==> config.mk <==
export PLATFORM = sky130hd
export DESIGN_NAME = dram_refresh_arbiter
export DESIGN_NICKNAME = d
export VERILOG_FILES = /design/src/rtl/dram_refresh_defs.sv /design/src/rtl/refresh_timer.sv /design/src/rtl/dram_refresh_arbiter.sv
export SDC_FILE = /design/constraint.sdc
export NUM_CORES = 1
export LEC_CHECK = 0
export BUFFER_PORTS_ARGS = -buffer_cell sky130_fd_sc_hd__buf_2
export CAP_MARGIN = 10
export CORE_ASPECT_RATIO = 1.5
export CORE_MARGIN = 2
export CORE_UTILIZATION = 25
export DETAILED_ROUTE_END_ITERATION = 7
export SKIP_CTS_REPAIR_TIMING = 1
export SLEW_MARGIN = 5
export SYNTH_ARGS = -nofsm -noshare
export SYNTH_HDL_FRONTEND = slang
export SYNTH_SLANG_ARGS = --single-unit
==> constraint.sdc <==
create_clock -name CLK -period 5.3 [get_ports CLK]
set_input_delay 0.265 -clock CLK [delete_from_list [all_inputs] [get_ports CLK]]
set_output_delay 0.265 -clock CLK [all_outputs]
set_load 0.05 [all_outputs]
==> src/rtl/dram_refresh_defs.sv <==
// dram_refresh_defs
//   Shared definitions for the DRAM refresh arbiter: FSM state encoding and
//   the default timing parameters (64 ms / 4096 rows at 25 MHz gives a
//   refresh tick every 390 cycles).
//   No ports; imported by refresh_timer and dram_refresh_arbiter.
package dram_refresh_defs;

  typedef enum logic [1:0] {
    ST_IDLE = 2'd0,
    ST_CPU  = 2'd1,
    ST_REF  = 2'd2
  } arb_state_t;

  localparam int DEF_INTERVAL = 390;
  localparam int DEF_TWIDTH   = 9;
  localparam int DEF_MAX_DEBT = 8;
  localparam int DEF_URGENT   = 4;

endpackage

==> src/rtl/refresh_timer.sv <==
// refresh_timer
//   Free-running interval timer producing a one-cycle TICK every INTERVAL
//   cycles. The first TICK is high on the INTERVAL-th cycle after RESET
//   is released.
// Ports:
//   CLK   - clock, rising edge
//   RESET - synchronous, active-high reset (reloads the timer)
//   TICK  - one-cycle refresh tick
module refresh_timer
  import dram_refresh_defs::*;
#(
  parameter int INTERVAL = DEF_INTERVAL,
  parameter int TWIDTH   = DEF_TWIDTH
) (
  input  logic CLK,
  input  logic RESET,
  output logic TICK
);

  localparam logic [TWIDTH-1:0] RELOAD = TWIDTH'(INTERVAL - 1);

  logic [TWIDTH-1:0] count;

  // Count down from INTERVAL-1; the cycle spent at zero is the tick cycle,
  // and the reload happens on that same edge, so the period is INTERVAL.
  always_ff @(posedge CLK) begin
    if (RESET) begin
      count <= RELOAD;
    end else if (count == '0) begin
      count <= RELOAD;
    end else begin
      count <= count - TWIDTH'(1);
    end
  end

  assign TICK = (count == '0);

endmodule

==> src/rtl/dram_refresh_arbiter.sv <==
// dram_refresh_arbiter
//   Arbitrates the DRAM sequencer between CPU accesses and periodic refresh.
//   Refresh ticks accumulate as "debt"; the CPU is preferred until the debt
//   reaches URGENT, after which refresh wins the next IDLE decision. Grants
//   are never preempted and each grant is followed by at least one IDLE
//   cycle.
// Ports:
//   CLK          - clock, rising edge
//   RESET        - synchronous, active-high reset
//   CPU_REQ      - CPU access request (level)
//   MEM_DONE     - one-cycle pulse ending the granted operation
//   CPU_GNT      - CPU owns the sequencer (registered)
//   REF_GNT      - refresh owns the sequencer (registered)
//   REF_PENDING  - current refresh debt, zero-extended to 4 bits
//   REF_OVERFLOW - sticky: a refresh tick was lost at saturation
module dram_refresh_arbiter
  import dram_refresh_defs::*;
#(
  parameter int INTERVAL = DEF_INTERVAL,
  parameter int TWIDTH   = DEF_TWIDTH,
  parameter int MAX_DEBT = DEF_MAX_DEBT,
  parameter int URGENT   = DEF_URGENT
) (
  input  logic       CLK,
  input  logic       RESET,
  input  logic       CPU_REQ,
  input  logic       MEM_DONE,
  output logic       CPU_GNT,
  output logic       REF_GNT,
  output logic [3:0] REF_PENDING,
  output logic       REF_OVERFLOW
);

  localparam logic [3:0] MAX_D = 4'(MAX_DEBT);
  localparam logic [3:0] URG_D = 4'(URGENT);

  arb_state_t state;
  arb_state_t next_state;
  logic       tick;
  logic       take_ref;
  logic [3:0] debt;

  refresh_timer #(
    .INTERVAL(INTERVAL),
    .TWIDTH  (TWIDTH)
  ) u_timer (
    .CLK  (CLK),
    .RESET(RESET),
    .TICK (tick)
  );

  // IDLE decision priority: urgent refresh, then CPU, then any owed
  // refresh. Busy states only leave on MEM_DONE, which always lands in
  // IDLE so a fresh decision is made between consecutive grants.
  always_comb begin
    next_state = state;
    case (state)
      ST_IDLE: begin
        if (debt >= URG_D) begin
          next_state = ST_REF;
        end else if (CPU_REQ) begin
          next_state = ST_CPU;
        end else if (debt != 4'd0) begin
          next_state = ST_REF;
        end
      end
      ST_CPU, ST_REF: begin
        if (MEM_DONE) begin
          next_state = ST_IDLE;
        end
      end
      default: next_state = ST_IDLE;
    endcase
  end

  // A refresh is consumed on the IDLE->REF transition edge.
  assign take_ref = (state == ST_IDLE) && (next_state == ST_REF);

  always_ff @(posedge CLK) begin
    if (RESET) begin
      state <= ST_IDLE;
    end else begin
      state <= next_state;
    end
  end

  // Grants are registered from next_state so they mirror the state
  // register exactly while coming straight out of flops.
  always_ff @(posedge CLK) begin
    if (RESET) begin
      CPU_GNT <= 1'b0;
      REF_GNT <= 1'b0;
    end else begin
      CPU_GNT <= (next_state == ST_CPU);
      REF_GNT <= (next_state == ST_REF);
    end
  end

  // A tick and a consumed refresh on the same edge cancel out. A tick that
  // would push debt past MAX_DEBT is dropped and remembered in the sticky
  // overflow flag.
  always_ff @(posedge CLK) begin
    if (RESET) begin
      debt         <= 4'd0;
      REF_OVERFLOW <= 1'b0;
    end else if (tick && !take_ref) begin
      if (debt == MAX_D) begin
        REF_OVERFLOW <= 1'b1;
      end else begin
        debt <= debt + 4'd1;
      end
    end else if (take_ref && !tick) begin
      debt <= debt - 4'd1;
    end
  end

  assign REF_PENDING = debt;

endmodule

After elaboration in Yosys (flattened, before gate mapping)
Index checks and enable logic that the tools add are counted.
Widths: inputs -> output; s select.
{ "totals": {"elab_cells": 37, "output_inout_bits": 7, "reg_bits": 18, "in_bits": 4} }
{ "op_classes": {"eq_ne": 6, "add_sub_neg": 3, "muxes": 8, "n_lt_le_gt_ge": 1, "reduce_logical": 13} }
{ "op_table": {"columns": ["op", "n"], "rows": [
  ["$mux 4", 3],
  ["$logic_not 9->1", 1],
  ["$sub 9x1->9 const B", 1],
  ["$mux 2", 4],
  ["$add 4x1->4 const B", 1],
  ["$eq 2x1->1 const B", 2],
  ["$eq 2x2->1 const B", 2],
  ["$eq 4x4->1 const B", 1],
  ["$ge 4x3->1 const B", 1],
  ["$pmux 2 s2", 1],
  ["$reduce_and 2->1", 2],
  ["$reduce_bool 4->1", 1],
  ["$reduce_or 2->1", 2],
  ["$sub 4x1->4 const B", 1],
  ["$logic_and 1x1->1", 3],
  ["$logic_not 1->1", 2],
  ["$logic_not 2->1", 1],
  ["$ne 2x2->1 const B", 1],
  ["$reduce_bool 2->1", 1]
]} }

Longest topological paths before layout
{ "logic_depth": {"depth_word": 11, "ltp_mapped": 12, "ltp_nobuf": 12} }

Cells and area by module
From an unflattened synthesis, not the netlist that was laid out.
{ "hier_totals": {"cells_unflattened": 105, "area_unflattened_um2": 998.5} }
{ "by_module_without_submodules": {"columns": ["mod", "instances", "seq_area_each_um2", "cells_each", "area_per_inst_um2"], "rows": [
  ["dram_refresh_arbiter", 1, 180.2, 63, 588.1],
  ["refresh_timer", 1, 180.2, 42, 410.4]
]} }

Worst setup path before layout
OpenSTA, ideal clock, no wires.
{ "synth_timing": {"path_type": "register -> register", "start": "register debt[0] (netlist: REF_PENDING[0])", "end": "register debt[3] (netlist: REF_PENDING[3])", "period_less_slack_ns": 2.643, "setup_time_ns": 0.123, "path_stages_with_launch": 11, "required_time_ns": 5.177, "path_slack_ns": 2.657, "n_path_buf": 0, "arrival_time_ns": 2.519, "cell_sequence": "dfxtp_1 > nor3b_2 > o21ai_1 > and4b_4 > nand2_1 > nand2_1 > ha_1 > a21o_1 > a21oi_1 > mux2i_1 > mux2_1"} }
{ "synth_between": {"elab_chain_len": 11, "elab_cells_between_ends": 20, "classes_between": "2 x add/sub; 1 x order compare; 3 x eq/ne; 7 x mux; 7 x reduce/logical"} }
{ "synth_lines": {"columns": ["element", "line_no", "source"], "rows": [
  ["start: declaration", "dram_refresh_arbiter.sv:41", "logic [3:0] debt;"],
  ["start signal: assignment", "dram_refresh_arbiter.sv:110", "debt <= debt + 4'd1;"],
  ["start signal: assignment", "dram_refresh_arbiter.sv:113", "debt <= debt - 4'd1;"],
  ["$reduce_bool 4->1", "dram_refresh_arbiter.sv:63", "end else if (debt != 4'd0) begin"],
  ["$mux 2", "dram_refresh_arbiter.sv:63", null],
  ["$mux 2", "dram_refresh_arbiter.sv:61", "end else if (CPU_REQ) begin"],
  ["$mux 2", "dram_refresh_arbiter.sv:59", "if (debt >= URG_D) begin"],
  ["$pmux 2 s2", "dram_refresh_arbiter.sv:57", "case (state)"],
  ["$eq 2x2->1", "dram_refresh_arbiter.sv:77", "assign take_ref = (state == ST_IDLE) && (next_state == ST_REF);"],
  ["$logic_and 1x1->1", "dram_refresh_arbiter.sv:77", null],
  ["$logic_not 1->1", "dram_refresh_arbiter.sv:106", "end else if (tick && !take_ref) begin"],
  ["$logic_and 1x1->1", "dram_refresh_arbiter.sv:106", null],
  ["$ne 2x2->1 (no line) / $reduce_bool 2->1 (equally long branches)", null, null],
  ["$reduce_and 2->1 (no line)", null, null]
]} }
Several ways; a longest one is shown, not always the timed one. The select of a mux whose other input is x is not followed.
A chain may end at the register's enable or synchronous reset.

Final worst setup path
{ "layout_timing": {"start": "register state[0]", "end": "register debt[3] (netlist: REF_PENDING[3])"} }
{ "layout_between": {"elab_chain_len": 10, "elab_cells_between_ends": 18, "classes_between": "4 x eq/ne; 6 x mux; 8 x reduce/logical"} }
{ "layout_lines": {"columns": ["element", "line_no", "source"], "rows": [
  ["start: declaration", "dram_refresh_arbiter.sv:37", "arb_state_t state;"],
  ["start signal: assignment", "dram_refresh_arbiter.sv:83", "state <= next_state;"],
  ["$mux 2", "dram_refresh_arbiter.sv:63", null],
  ["$mux 2", "dram_refresh_arbiter.sv:61", null],
  ["$mux 2", "dram_refresh_arbiter.sv:59", null],
  ["$pmux 2 s2", "dram_refresh_arbiter.sv:57", null],
  ["$eq 2x2->1", "dram_refresh_arbiter.sv:77", null],
  ["$logic_and 1x1->1 (*)", "dram_refresh_arbiter.sv:77", null],
  ["$logic_not 1->1", "dram_refresh_arbiter.sv:106", null],
  ["$logic_and 1x1->1", "dram_refresh_arbiter.sv:106", null],
  ["$ne 2x2->1 (no line) / $reduce_bool 2->1 (equally long branches)", null, null],
  ["$reduce_and 2->1 (no line)", null, null]
]} }
Mark *: on every way between the ends. The rest lies on a longest branch, timed or not.

==> results_tabular.tex <==
\begin{tabular}{lr}
\hline
Metric & Value \\
\hline
\multicolumn{2}{l}{\textbf{Worst hold path}} \\
\quad Instance count along the most critical hold path & 2 \\
\quad Sink of the worst hold path & REF\_PENDING[0]\$\_SDFFE\_PP0P\_ \\
\quad Kind of path behind the tightest hold check & primary input to register \\
\quad Launch instance of the worst min-delay path & RESET \\
\multicolumn{2}{l}{\textbf{Setup path}} \\
\quad Family with the most delay on the worst path & simple AND/OR/NAND/NOR gates \\
\quad Worst endpoint data arrival time & about 2.7 ns \\
\quad Critical path buffer and inverter count & 1 \\
\quad Startpoint of the worst-slack reg-to-reg timing path & state[0]\$\_SDFF\_PP0\_ \\
\quad Terminus of the critical flop-to-flop path & REF\_PENDING[3]\$\_SDFFE\_PP0P\_ \\
\quad Maximum single-stage delay on the critical path & 0.39 ns \\
\quad Type of the worst setup path & register to register \\
\quad Worst-path cell with the longest stage delay & sky130\_fd\_sc\_hd\_\_dfxtp\_1 \\
\quad Worst reg-to-reg setup slack & 2.71 ns \\
\quad Max Fanout on Critical Path & 4 \\
\quad Path depth of the worst reg2reg path & 11 \\
\quad Cells along the critical path & inv\_1 > ha\_1 > nand3b\_1 > and4b\_4 > nand2\_1 > nand2\_1 > ha\_1 > a21o\_1 > a21oi\_1 > mux2i\_1 > mux2\_1 \\
\quad Crit end category & register \\
\quad Type of element launching the critical path & register \\
\quad Data required time at the worst endpoint & 5.44 ns \\
\multicolumn{2}{l}{\textbf{Synth}} \\
\quad Mapped Nets & approximately 110 \\
\quad Post-synthesis instance total & 101 \\
\quad Sequential cell area fraction in the yosys report & 0.3830 \\
\quad Synth Register Bits & 18 \\
\quad Count of flip-flops with a built-in enable after synthesis & 0 \\
\quad Dominant synthesized flop cell & sky130\_fd\_sc\_hd\_\_dfxtp\_1 \\
\quad Fraction of synthesis flops using an asynchronous set or reset pin & 0 \\
\quad Number of distinct library cells after synthesis & 37 \\
\quad Ys Warns & 0 \\
\quad Post-synthesis average cell area & between 9 and 10 sq um \\
\quad Summed instance area of the synthesized netlist & 940.9 sq um \\
\multicolumn{2}{l}{\textbf{Timing}} \\
\quad Slew at the pin closest to its max-slew limit & 0.4722 ns \\
\quad Final setup violation count & 0 \\
\quad Peak Freq & 385.7 MHz \\
\quad Fin. max-slew vios & 0 \\
\quad Max-slew headroom at the worst pin & 0.6808 \\
\quad Portion of the clock cycle consumed by the worst path in the final layout & 0.4892 \\
\quad Setup skew after layout & 0.001852 ns \\
\quad Worst Slack Setup Final & around 2.7 ns \\
\quad Setup repair after global routing missed its margin & no \\
\quad Number of hold-slack violations in the final timing report & 0 \\
\quad Setup Total Neg Slack & 0 ns \\
\quad Minimum clock period after layout & approximately 2.6 ns \\
\multicolumn{2}{l}{\textbf{Die}} \\
\quad Die H & 79.14 microns \\
\quad Floorplan Core Area & 0.003649 sq mm \\
\quad Die span in x & around 54 microns \\
\quad Initial Utilization & 0.2579 \\
\quad Cell row count & 27 \\
\quad Total die area & $\sim$0.0043 sq mm \\
\quad IO Pins & 11 \\
\multicolumn{2}{l}{\textbf{Power and ir drop}} \\
\quad Clock network fraction of design power & 0.194 \\
\quad Proportion of power drawn by combinational gates & 0.462 \\
\quad Power Density & 519.4 mW/mm\^{}2 \\
\quad Reported leakage power & 0.4765 nW \\
\quad Switching power total & $\sim$240 uW \\
\quad Switching Share & 0.4136 \\
\quad Sequential fraction of design power & 0.344 \\
\quad Design internal power & between 300 and 400 uW \\
\quad IR Drop Worst-Case VDD & 244.1 uV \\
\multicolumn{2}{l}{\textbf{Status}} \\
\quad Outcome & finished, final reports clean \\
\multicolumn{2}{l}{\textbf{Global routing}} \\
\quad Initial antenna violation count & 0 \\
\quad First-pass GRT wire length & 2.822 mm \\
\quad Overall global routing resource usage & 0.08688 \\
\quad Via count of the first global-routing pass & 687 \\
\quad Remaining global-route overflow & 0 \\
\quad Pin count of the biggest net entering global routing & 11 \\
\multicolumn{2}{l}{\textbf{Routing}} \\
\quad DR pass1 iterations & 4 \\
\quad Total routed wirelength & 1.763 mm \\
\quad Post-detailed-route count of antenna-violating nets & 0 \\
\quad Routed wirelength normalized by instance count & about 11 microns \\
\quad Number of vias per cell & 4.662 \\
\quad Count of unresolved DRC violations after routing & 0 \\
\quad Via count & roughly 730 \\
\quad Initial drt markers & 4 \\
\multicolumn{2}{l}{\textbf{Clock network}} \\
\quad H-Tree Depth & 1 \\
\quad Buffer depth of the longest clock path & 2 \\
\quad \# clock sinks & 18 \\
\quad Clock tree from TritonCTS & yes \\
\quad Clock-pin transition on the worst setup and hold timing paths & around 0.070 ns \\
\quad CTS Root Cell & sky130\_fd\_sc\_hd\_\_clkbuf\_8 \\
\quad Worst-skew pair later-pin latency & around 0.25 ns \\
\quad CTS buffer count & 3 \\
\multicolumn{2}{l}{\textbf{Placement}} \\
\quad Post-DP HPWL & 1.436 mm \\
\quad Worst-case setup slack after placement & 2.694 ns \\
\quad Placed cell areas & 0.001041 sq mm \\
\quad Gp weighted congestion & 0.6601 \\
\quad Total of buffers placed on input and output ports & 10 \\
\quad Instance count after placement with tap cells included & around 150 \\
\multicolumn{2}{l}{\textbf{Cells and area}} \\
\quad Final core utilization & 0.3004 \\
\quad Antenna cell count & 0 \\
\quad Filler cell count & 391 \\
\quad Leading cell type in the layout, fill and taps excluded & sky130\_fd\_sc\_hd\_\_dfxtp\_1 \\
\quad Post-Layout Inst Area & 0.001096 sq mm \\
\quad Layout cell share with drive strength beyond 1 & 0.2105 \\
\quad Finished Layout Cells & 157 \\
\quad Commonest cells after routing, fill and taps aside & 18 x sky130\_fd\_sc\_hd\_\_dfxtp\_1, 13 x sky130\_fd\_sc\_hd\_\_nor2\_1, 12 x sky130\_fd\_sc\_hd\_\_nand2\_1 \\
\quad Nets & 125 \\
\quad Area growth, synth to finish & 16.49\% \\
\multicolumn{2}{l}{\textbf{Flow run}} \\
\quad Maximum capacitance violations & 0 \\
\hline
\end{tabular}
==> power groups by stage <==
stage | Clock (mW) | Sequential [mW] | Combinational, mW
floorplan | 0 | 0.246 | 0.164
global placement | 0 | 0.197 | 0.255
detailed placement | 0 | 0.200 | 0.264
CTS | 0.114 | 0.196 | 0.265
global route | 0.121 | 0.201 | 0.284
finish | 0.110 | 0.196 | 0.263
==> cell type report <==
type	instances	area, sq um	share of cell area
flip-flops and latches	18	360.3	0.3288
well taps	43	53.80	0.04909
multi-input cells	76	554.3	0.5057
repair buffers	10	50.05	0.04566
inverters	6	22.52	0.02055
clock buffers	4	55.05	0.05023
==> layer usage <==
layer	part of all wire	up-vias	track usage
met3	0.029	0	0.01692
met4	0	0	0.03000
met5	0	-	0
met1	0.42	350	0.09144
li1	-	372	-
met2	0.55	10	0.1622
==> Yosys cell counts, types with 2 or more instances <==
cell type	instances	area [sq um]
sky130_fd_sc_hd__dfxtp_1	18	360.4
sky130_fd_sc_hd__nor2_1	13	48.80
sky130_fd_sc_hd__nand2_1	12	45.04
sky130_fd_sc_hd__inv_1	6	22.52
sky130_fd_sc_hd__ha_1	5	62.56
sky130_fd_sc_hd__nand3b_1	4	30.03
sky130_fd_sc_hd__xor2_1	4	35.03
sky130_fd_sc_hd__a21o_1	3	22.52
sky130_fd_sc_hd__xnor2_1	3	26.28
sky130_fd_sc_hd__a21oi_1	2	10.01
sky130_fd_sc_hd__nand3_1	2	10.01
sky130_fd_sc_hd__nand4_1	2	12.51
sky130_fd_sc_hd__nor3_1	2	10.01
sky130_fd_sc_hd__o21ai_1	2	10.01
==> worst max path at each step <==
stage,start,endpoint,slack [ns],cells past startpoint
after floorplan,REF_PENDING[0]$_SDFFE_PP0P_,REF_PENDING[3]$_SDFFE_PP0P_,2.66,10
after global placement,state[0]$_SDFF_PP0_,REF_PENDING[3]$_SDFFE_PP0P_,2.79,11
after detailed placement,state[0]$_SDFF_PP0_,REF_PENDING[3]$_SDFFE_PP0P_,2.69,11
after CTS,state[0]$_SDFF_PP0_,REF_PENDING[3]$_SDFFE_PP0P_,2.68,11
after global routing,u_timer.count[4]$_SDFF_PP0_,REF_PENDING[3]$_SDFFE_PP0P_,2.57,10
final,state[0]$_SDFF_PP0_,REF_PENDING[3]$_SDFFE_PP0P_,2.71,11
==> worst register-to-register path: stages, from the launching register on <==
cell                       delay, ns
sky130_fd_sc_hd__dfxtp_1        0.39
sky130_fd_sc_hd__inv_1          0.06
sky130_fd_sc_hd__ha_1           0.31
sky130_fd_sc_hd__nand3b_1       0.11
sky130_fd_sc_hd__and4b_4        0.26
sky130_fd_sc_hd__nand2_1        0.08
sky130_fd_sc_hd__nand2_1        0.15
sky130_fd_sc_hd__ha_1           0.25
sky130_fd_sc_hd__a21o_1         0.17
sky130_fd_sc_hd__a21oi_1        0.16
sky130_fd_sc_hd__mux2i_1        0.21
sky130_fd_sc_hd__mux2_1         0.34
==> stage by stage <==
stage               power (mW)  hold slack (ns)
global placement        0.4514           0.3945
global route            0.6063           0.3365
finish                  0.5693           0.3167
CTS                     0.5750           0.3169
detailed placement      0.4635           0.3966
floorplan               0.4096           0.3837
==> kinds of logic after synthesis <==
| kind of cell | count (synthesis) | share of synthesized area |
|---|---|---|
| and+or+nand+nor | 48 | 0.2966 |
| DFF | 18 | 0.3830 |
| AOI/OAI and AO/OA | 13 | 0.1170 |
| xor gates and xnor gates | 7 | 0.06516 |
| buffers and inverters | 7 | 0.02792 |
| adders and majority gates | 6 | 0.08777 |
| muxes | 2 | 0.02261 |
==> registers in the layout (all words and copies together) (netlist names) <==
| name | count |
|---|---|
| state | 2 |
| u_timer.count | 9 |
| REF_GNT | 1 |
| REF_PENDING | 4 |
| CPU_GNT | 1 |
| REF_OVERFLOW | 1 |
Power figures use the tool's default switching activity.
